[src/rtl/fetch_stage_hs.sv]
// ============================================================================
// Module   : fetch_stage_hs
// Purpose  : IF stage with IF/ID register; one-outstanding valid/ready imem fetch
// Revision : 1.0 - initial release
// ============================================================================
`default_nettype none

module fetch_stage_hs #(
    parameter int              XLEN      = 32,
    parameter logic [XLEN-1:0] RESET_PC  = '0,
    parameter logic [XLEN-1:0] NOP_INSTR = XLEN'(32'h0000_0013)
) (
    input  logic            clk,
    input  logic            rst,
    input  logic [XLEN-1:0] pc_target_e,
    input  logic            pc_src_e,
    input  logic            stall_d,
    input  logic            flush_d,
    output logic            imem_req_valid,
    input  logic            imem_req_ready,
    output logic [XLEN-1:0] imem_req_addr,
    input  logic            imem_rsp_valid,
    input  logic [XLEN-1:0] imem_rsp_data,
    output logic [XLEN-1:0] instr_d,
    output logic [XLEN-1:0] pc_d,
    output logic [XLEN-1:0] pc_plus4_d,
    output logic            valid_d
);

    typedef enum logic [1:0] {
        S_REQ  = 2'd0,
        S_WAIT = 2'd1,
        S_HOLD = 2'd2,
        S_DROP = 2'd3
    } state_t;

    state_t          state;
    logic            reqValid;
    logic [XLEN-1:0] pcF;
    logic [XLEN-1:0] holdData;

    logic            blocked;
    logic            deliver;
    logic [XLEN-1:0] deliverData;
    logic [XLEN-1:0] pcPlus4F;

    assign blocked     = stall_d | flush_d;
    assign deliver     = !pc_src_e && !blocked &&
                         ((state == S_WAIT && imem_rsp_valid) || state == S_HOLD);
    assign deliverData = (state == S_HOLD) ? holdData : imem_rsp_data;
    assign pcPlus4F    = pcF + XLEN'(4);

    // Request valid is a flop so it stays low through reset and never sees pc_src_e combinationally.
    assign imem_req_valid = reqValid;
    assign imem_req_addr  = pcF;

    always_ff @(posedge clk or negedge rst) begin
        if (!rst) begin
            state    <= S_REQ;
            reqValid <= 1'b0;
            pcF      <= RESET_PC;
            holdData <= '0;
        end else begin
            case (state)
                S_REQ: begin
                    if (reqValid && imem_req_ready) begin
                        reqValid <= 1'b0;
                        state    <= pc_src_e ? S_DROP : S_WAIT;
                    end else begin
                        reqValid <= 1'b1;
                    end
                    if (pc_src_e) pcF <= pc_target_e;
                end
                S_WAIT: begin
                    if (imem_rsp_valid) begin
                        if (pc_src_e) begin
                            pcF      <= pc_target_e;
                            state    <= S_REQ;
                            reqValid <= 1'b1;
                        end else if (blocked) begin
                            holdData <= imem_rsp_data;
                            state    <= S_HOLD;
                        end else begin
                            pcF      <= pcPlus4F;
                            state    <= S_REQ;
                            reqValid <= 1'b1;
                        end
                    end else if (pc_src_e) begin
                        pcF   <= pc_target_e;
                        state <= S_DROP;
                    end
                end
                S_HOLD: begin
                    if (pc_src_e) begin
                        pcF      <= pc_target_e;
                        state    <= S_REQ;
                        reqValid <= 1'b1;
                    end else if (!blocked) begin
                        pcF      <= pcPlus4F;
                        state    <= S_REQ;
                        reqValid <= 1'b1;
                    end
                end
                S_DROP: begin
                    // The stale response still owed by memory is swallowed here.
                    if (pc_src_e) pcF <= pc_target_e;
                    if (imem_rsp_valid) begin
                        state    <= S_REQ;
                        reqValid <= 1'b1;
                    end
                end
                default: begin
                    state    <= S_REQ;
                    reqValid <= 1'b1;
                end
            endcase
        end
    end

    always_ff @(posedge clk or negedge rst) begin
        if (!rst) begin
            instr_d    <= NOP_INSTR;
            pc_d       <= '0;
            pc_plus4_d <= '0;
            valid_d    <= 1'b0;
        end else if (flush_d) begin
            instr_d    <= NOP_INSTR;
            pc_d       <= '0;
            pc_plus4_d <= '0;
            valid_d    <= 1'b0;
        end else if (stall_d) begin
            valid_d    <= valid_d;
        end else if (deliver) begin
            instr_d    <= deliverData;
            pc_d       <= pcF;
            pc_plus4_d <= pcPlus4F;
            valid_d    <= 1'b1;
        end else begin
            instr_d    <= NOP_INSTR;
            valid_d    <= 1'b0;
        end
    end

endmodule

`default_nettype wire
[config.mk]
export PLATFORM = sky130hd
export DESIGN_NAME = fetch_stage_hs
export DESIGN_NICKNAME = d
export VERILOG_FILES = /design/src/rtl/fetch_stage_hs.sv
export SDC_FILE = /design/constraint.sdc
export NUM_CORES = 1
export LEC_CHECK = 0
export ABC_AREA = 1
export BUFFER_PORTS_ARGS = -buffer_cell sky130_fd_sc_hd__buf_2
export CAP_MARGIN = 10
export CORE_UTILIZATION = 38
export CTS_BUF_LIST = sky130_fd_sc_hd__clkbuf_4 sky130_fd_sc_hd__clkbuf_8
export DETAILED_ROUTE_END_ITERATION = 10
export SYNTH_ARGS = -nofsm -noshare
export SYNTH_HDL_FRONTEND = slang
export SYNTH_SLANG_ARGS = --single-unit
[constraint.sdc]
create_clock -name clk -period 4.75 [get_ports clk]
set_clock_uncertainty 0.05 [all_clocks]
set_input_delay 0 -clock clk [delete_from_list [all_inputs] [get_ports clk]]
set_output_delay 0 -clock clk [all_outputs]
set_load 0.01 [all_outputs]
Word level (Yosys, flattened, before mapping)
Index checks and enable logic that the tools add are counted.
{ "classes": {"n_addsub": 1, "eq_ne": 9, "mux": 34, "bitwise": 2, "n_reduce_logical": 14} }
{ "op_table": {"columns": ["op", "n"], "rows": [
  ["two-way mux 32 bit", 14],
  ["one-hot mux 32 bit (3 select lines)", 1],
  ["adder 32 x 3 -> 32 bit, second input constant", 1],
  ["two-way mux 2 bit", 9],
  ["two-way mux 1 bit", 8],
  ["one-hot mux 2 bit (4 select lines)", 1],
  ["AND reduction 4 bit", 2],
  ["!= test 2 bit, second input constant", 3],
  ["!= test 3 bit, second input constant", 2],
  ["== test 2 bit, second input constant", 2],
  ["logical AND 1 bit", 4],
  ["one-hot mux 1 bit (4 select lines)", 1],
  ["AND reduction 2 bit", 2],
  ["== test 2 x 1 -> 1 bit, second input constant", 1],
  ["logical NOT 1 bit", 2],
  ["logical NOT 2 bit", 1],
  ["!= test 2 x 1 -> 1 bit, second input constant", 1],
  ["nonzero test 2 bit", 1],
  ["OR reduction 2 bit", 1],
  ["logical OR 1 bit", 1],
  ["NOT 1 bit", 1],
  ["bitwise OR 1 bit", 1]
]} }
{ "totals": {"reg_bits": 164, "output_inout_bits": 130, "word_cells": 68} }

Logic depth before layout (Yosys ltp)
{ "logic_depth": {"depth_word": 7, "mapped_depth": 12, "ltp_nobuf": 12} }

Worst setup path before layout
Ideal clock, no wire load.
{ "synth_path": {"path_type": "flip-flop to flip-flop", "from": "register state[0]", "to": "register instr_d[12]", "arrival_time_ns": 1.706, "slack_ns": 2.872, "path_stages_with_launch": 9, "path_buffers": 3, "path_cell_list": "dfrtp_1 > inv_1 > ha_1 > clkbuf_1 > nor2_1 > nor2_8 > buf_4 > buf_4 > a32o_1"} }
{ "synth_via": {"elab_chain_cells": 7} }
{ "synth_lines": {"columns": ["element", "line", "rtl"], "rows": [
  ["start, declared", "37", "state_t state;"],
  ["start signal, assigned", "68", "state <= pc_src_e ? S_DROP : S_WAIT;"],
  ["== test 2 x 1 -> 1 bit", "49", "((state == S_WAIT && imem_rsp_valid) || state == S_HOLD);"],
  ["logical AND 1 bit", "49", null],
  ["logical OR 1 bit", "49", null],
  ["logical AND 1 bit", "48", "assign deliver = !pc_src_e && !blocked &&"],
  ["two-way mux 32 bit *", "133", "end else if (deliver) begin"],
  ["two-way mux 32 bit *", "131", "end else if (stall_d) begin"],
  ["two-way mux 32 bit *", "126", "end else if (flush_d) begin"],
  ["end signal, assigned", "134", "instr_d <= deliverData;"],
  ["end, declared", "24", "output logic [XLEN-1:0] instr_d,"]
]} }
Mark *: on every way between the ends. The rest lies on a longest branch, timed or not. The select of a mux whose other input is x is not followed.
A chain may end at the register's enable or synchronous reset.

Final worst setup path
{ "layout_path": {"from": "register state[0]", "to": "register pcF[2], in the netlist imem_req_addr[2]"} }
{ "layout_via": {"elab_chain_cells": 3} }
{ "layout_lines": {"columns": ["element", "line", "rtl"], "rows": [
  ["== test 2 bit / logical NOT 2 bit (equally long branches)", "64", "case (state)"],
  ["OR reduction 2 bit (no line)", null, null],
  ["one-hot mux 32 bit (3 select lines) *", "64", null],
  ["end signal, assigned", "72", "if (pc_src_e) pcF <= pc_target_e;"],
  ["end signal, assigned", "77", "pcF <= pc_target_e;"],
  ["end signal, assigned", "84", "pcF <= pcPlus4F;"],
  ["end, declared", "39", "logic [XLEN-1:0] pcF;"]
]} }
Mark *: on every way between the ends. The rest lies on a longest branch, timed or not.

==> flow_summary.json <==
{
  "synth-compound-area-share": 0.182,
  "power_density_nw_per_um2": 474,
  "p_leak_nw": 5.32,
  "cts_made_buffers": 17,
  "yosys.area.top_type": "dfrtp_1",
  "track_usage": 0.235,
  "grt_pass1_vias": 7423,
  "synth_cells": 1003,
  "syn_area_um2": 8010,
  "synth_fp_nets": 1080,
  "synth_ff_type": "dfrtp_1",
  "timing.final.crit_period_ns": 3.27,
  "r2r_cells": 9,
  "max_slew_margin": 0.309,
  "status": "complete, no violations",
  "postCtsSetupBuffers": 0,
  "worst_pin_slew_ns": 1.03,
  "vias": 7793,
  "antenna_found_initial": 1,
  "die_w_um": 147,
  "rows": 52,
  "hold_ws_ns": 0.0585,
  "cts_tree": "built",
  "area_delta_synth_final_pct": 30.3,
  "p_total_mw": 4.95,
  "syn_avg_cell_area_um2": 7.98,
  "setup_tns_ns": 0,
  "root_buffer": "clkbuf_8",
  "postPlaceCellArea_um2": 9200,
  "setup_viol": 0,
  "hold_viol": 0,
  "yosysWarnings": 0,
  "wl_per_cell_um": 16.1,
  "ir_drop_v": 0.000218,
  "dieArea_um2": 21700,
  "place_ws_ns": 1.66,
  "ant_nets": 0,
  "drv_slew": 0,
  "seq_area_frac_synth": 0.507,
  "cts_buffer_depth": 2,
  "port_buffers": 200,
  "dp.final_hpwl_mm": 16.9,
  "critPathKind": "flop to flop",
  "grt_pass1_wl_mm": 39.6,
  "grt_use_met1": 0.316,
  "crit_fanout": 61,
  "async_reset_ff_frac": 1.00,
  "htree_levels": 4,
  "post-route-cell-area_um2": 10400,
  "synth.distinct_cells": 34,
  "core_um2": 20400,
  "synth_top_area_share": 0.497,
  "synth_edf_count": 0,
  "grt_max_degree": 83,
  "use_met2": 0.371,
  "synth_fa_ha_area_frac": 0.00938,
  "drt_wl_total_mm": 24.9,
  "setup_ws_ns": 1.48,
  "arrival_ns": 3.63,
  "drv_cap": 0,
  "drive_above_1_share": 0.205,
  "synthMuxAreaShare": 0.00141,
  "gp_congestion": 0.911,
  "synth.area.top_cells": "dfrtp_1, nand2_1, o21ai_0",
  "rsz0062_at_grt": "false",
  "start_kind": "flop",
  "cp.required_ns": 5.11,
  "initial_core_util": 0.392,
  "drt_iter0_drc": 555,
  "cts_sinks": 162,
  "ios": 201,
  "ys_ff_latch": 162,
  "grt.busiest_layer": "met2",
  "endpoint_kind": "flop",
  "synth_top_family_by_area": "simple AND/OR/NAND/NOR gates",
  "viasPerCell": 5.04,
  "drc_errors": 0,
  "clk_pin_slew_worst_paths_ns": 0.10,
  "fmax_mhz": 306,
  "synth-xor-area-share": 0.0120,
  "hold_class": "input port to asynchronous set/reset pin",
  "fin_crit_sh": 0.689,
  "grt.met3_usage": 0.0624,
  "clk_latency_ns": 0.46,
  "die_y_um": 147,
  "final_nets": 1340,
  "first_pass_iters": 5,
  "yosys.area_share.simple": 0.214,
  "gr-total-overflow": 0
}
-- where the power goes --
group          internal, mW  switching, mW
combinational         0.746           1.19
clock                 0.390          0.596
sequential             1.71          0.319
-- placed cells by master (no fill, tap or decap), types with 2 or more instances in the layout --
| cell | count |
|---|---|
| buf_2 | 199 |
| o21ai_1 | 27 |
| nor2_2 | 2 |
| a31oi_1 | 3 |
| inv_1 | 95 |
| ha_1 | 5 |
| a21oi_1 | 17 |
| inv_2 | 3 |
| dfstp_2 | 3 |
| a311oi_1 | 7 |
| o21ai_0 | 146 |
| clkinvlp_4 | 3 |
| nor2_1 | 68 |
| a22o_1 | 6 |
| nand4_1 | 8 |
| clkbuf_8 | 17 |
| o22ai_1 | 5 |
| nand2_1 | 305 |
| dlygate4sd3_1 | 85 |
| a32o_1 | 29 |
| o211ai_1 | 2 |
| xor2_1 | 11 |
| inv_6 | 5 |
| nand3_1 | 30 |
| inv_8 | 5 |
| buf_4 | 8 |
| dfrtp_1 | 159 |
| nor3_1 | 2 |
| o21bai_1 | 2 |
| or2_2 | 3 |
| nor2_4 | 4 |
-- cell type report --
class,count,area [µm²]
flip-flops and latches,162,4060
clock buffers,17,234
well taps,270,338
fillers,2012,10000
clock inverters,15,144
repair buffers,293,1920
diodes,1,2.50
multi-input cells,690,3360
inverters,99,374
-- path summary, 6_finish.rpt --
path	from	to	slack [ns]
setup / recovery	state[0]	imem_req_addr[2]	1.48
hold / removal	rst	pc_d[12]	0.06
setup reg to reg	state[0]	imem_req_addr[2]	1.48
hold reg to reg	pc_d[12]	pc_d[12]	0.44
max in group asynchronous	rst	instr_d[1]	3.54
min in group clk	stall_d	valid_d	0.06
-- repair_timing --
action	CTS	global route
endpoints found under the setup margin	0	0
endpoints found under the hold margin	205	0
hold buffers	85	0
resized for setup	0	0
-- worst max-delay path, cell delays in order (launching register included) --
cell           delay, ns
dfrtp_1             0.42
inv_1               0.12
ha_2                0.20
buf_4               0.46
or2_2               0.24
nand2_1             0.38
inv_2               0.49
o21ai_0             0.14
o21ai_0             0.15
dlygate4sd3_1       0.57
-- sequential cells by signal (all words and copies together) (netlist names) --
name            cells
holdData           32
imem_req_addr      32
instr_d            32
pc_d               32
pc_plus4_d         30
state               2
imem_req_valid      1
valid_d             1
-- cell usage after synthesis, types with 2 or more instances --
master and number:
or2_2 3, ha_1 6, a22o_1 6, nand3_1 30, o22ai_1 5, xor2_1 11, o211ai_1 2, buf_2 6
a31oi_1 3, o21bai_1 2, a21oi_1 17, inv_2 3, a32o_1 29, dfrtp_1 159, buf_4 5, o21ai_0 147
nor2_4 4, buf_1 4, nor2_2 2, nand2_1 306, o21ai_1 27, inv_1 95, nand4_1 8, a311oi_1 7
nor2_1 68, clkbuf_1 37, dfstp_2 3, nor3_1 2
-- cell families after synthesis --
group	Yosys count
muxes	1
xor gates and xnor gates	11
and+or+nand+nor	425
DFF	162
adders and majority gates	6
buffers and inverters	151
AOI/OAI and AO/OA	247
-- metal layers --
metal	vias to the layer above	share of wire
li1	3812	-
met1	3677	0.45
met2	273	0.46
met3	31	0.071
met4	0	0.020
met5	-	0
-- through the flow --
step,instances,util
floorplan,1003,-
CTS,1546,0.510
detailed placement,1429,0.450
finish,1547,0.511
global route,1547,0.511
global placement,1429,0.450
(Power assumes the default switching activity.)
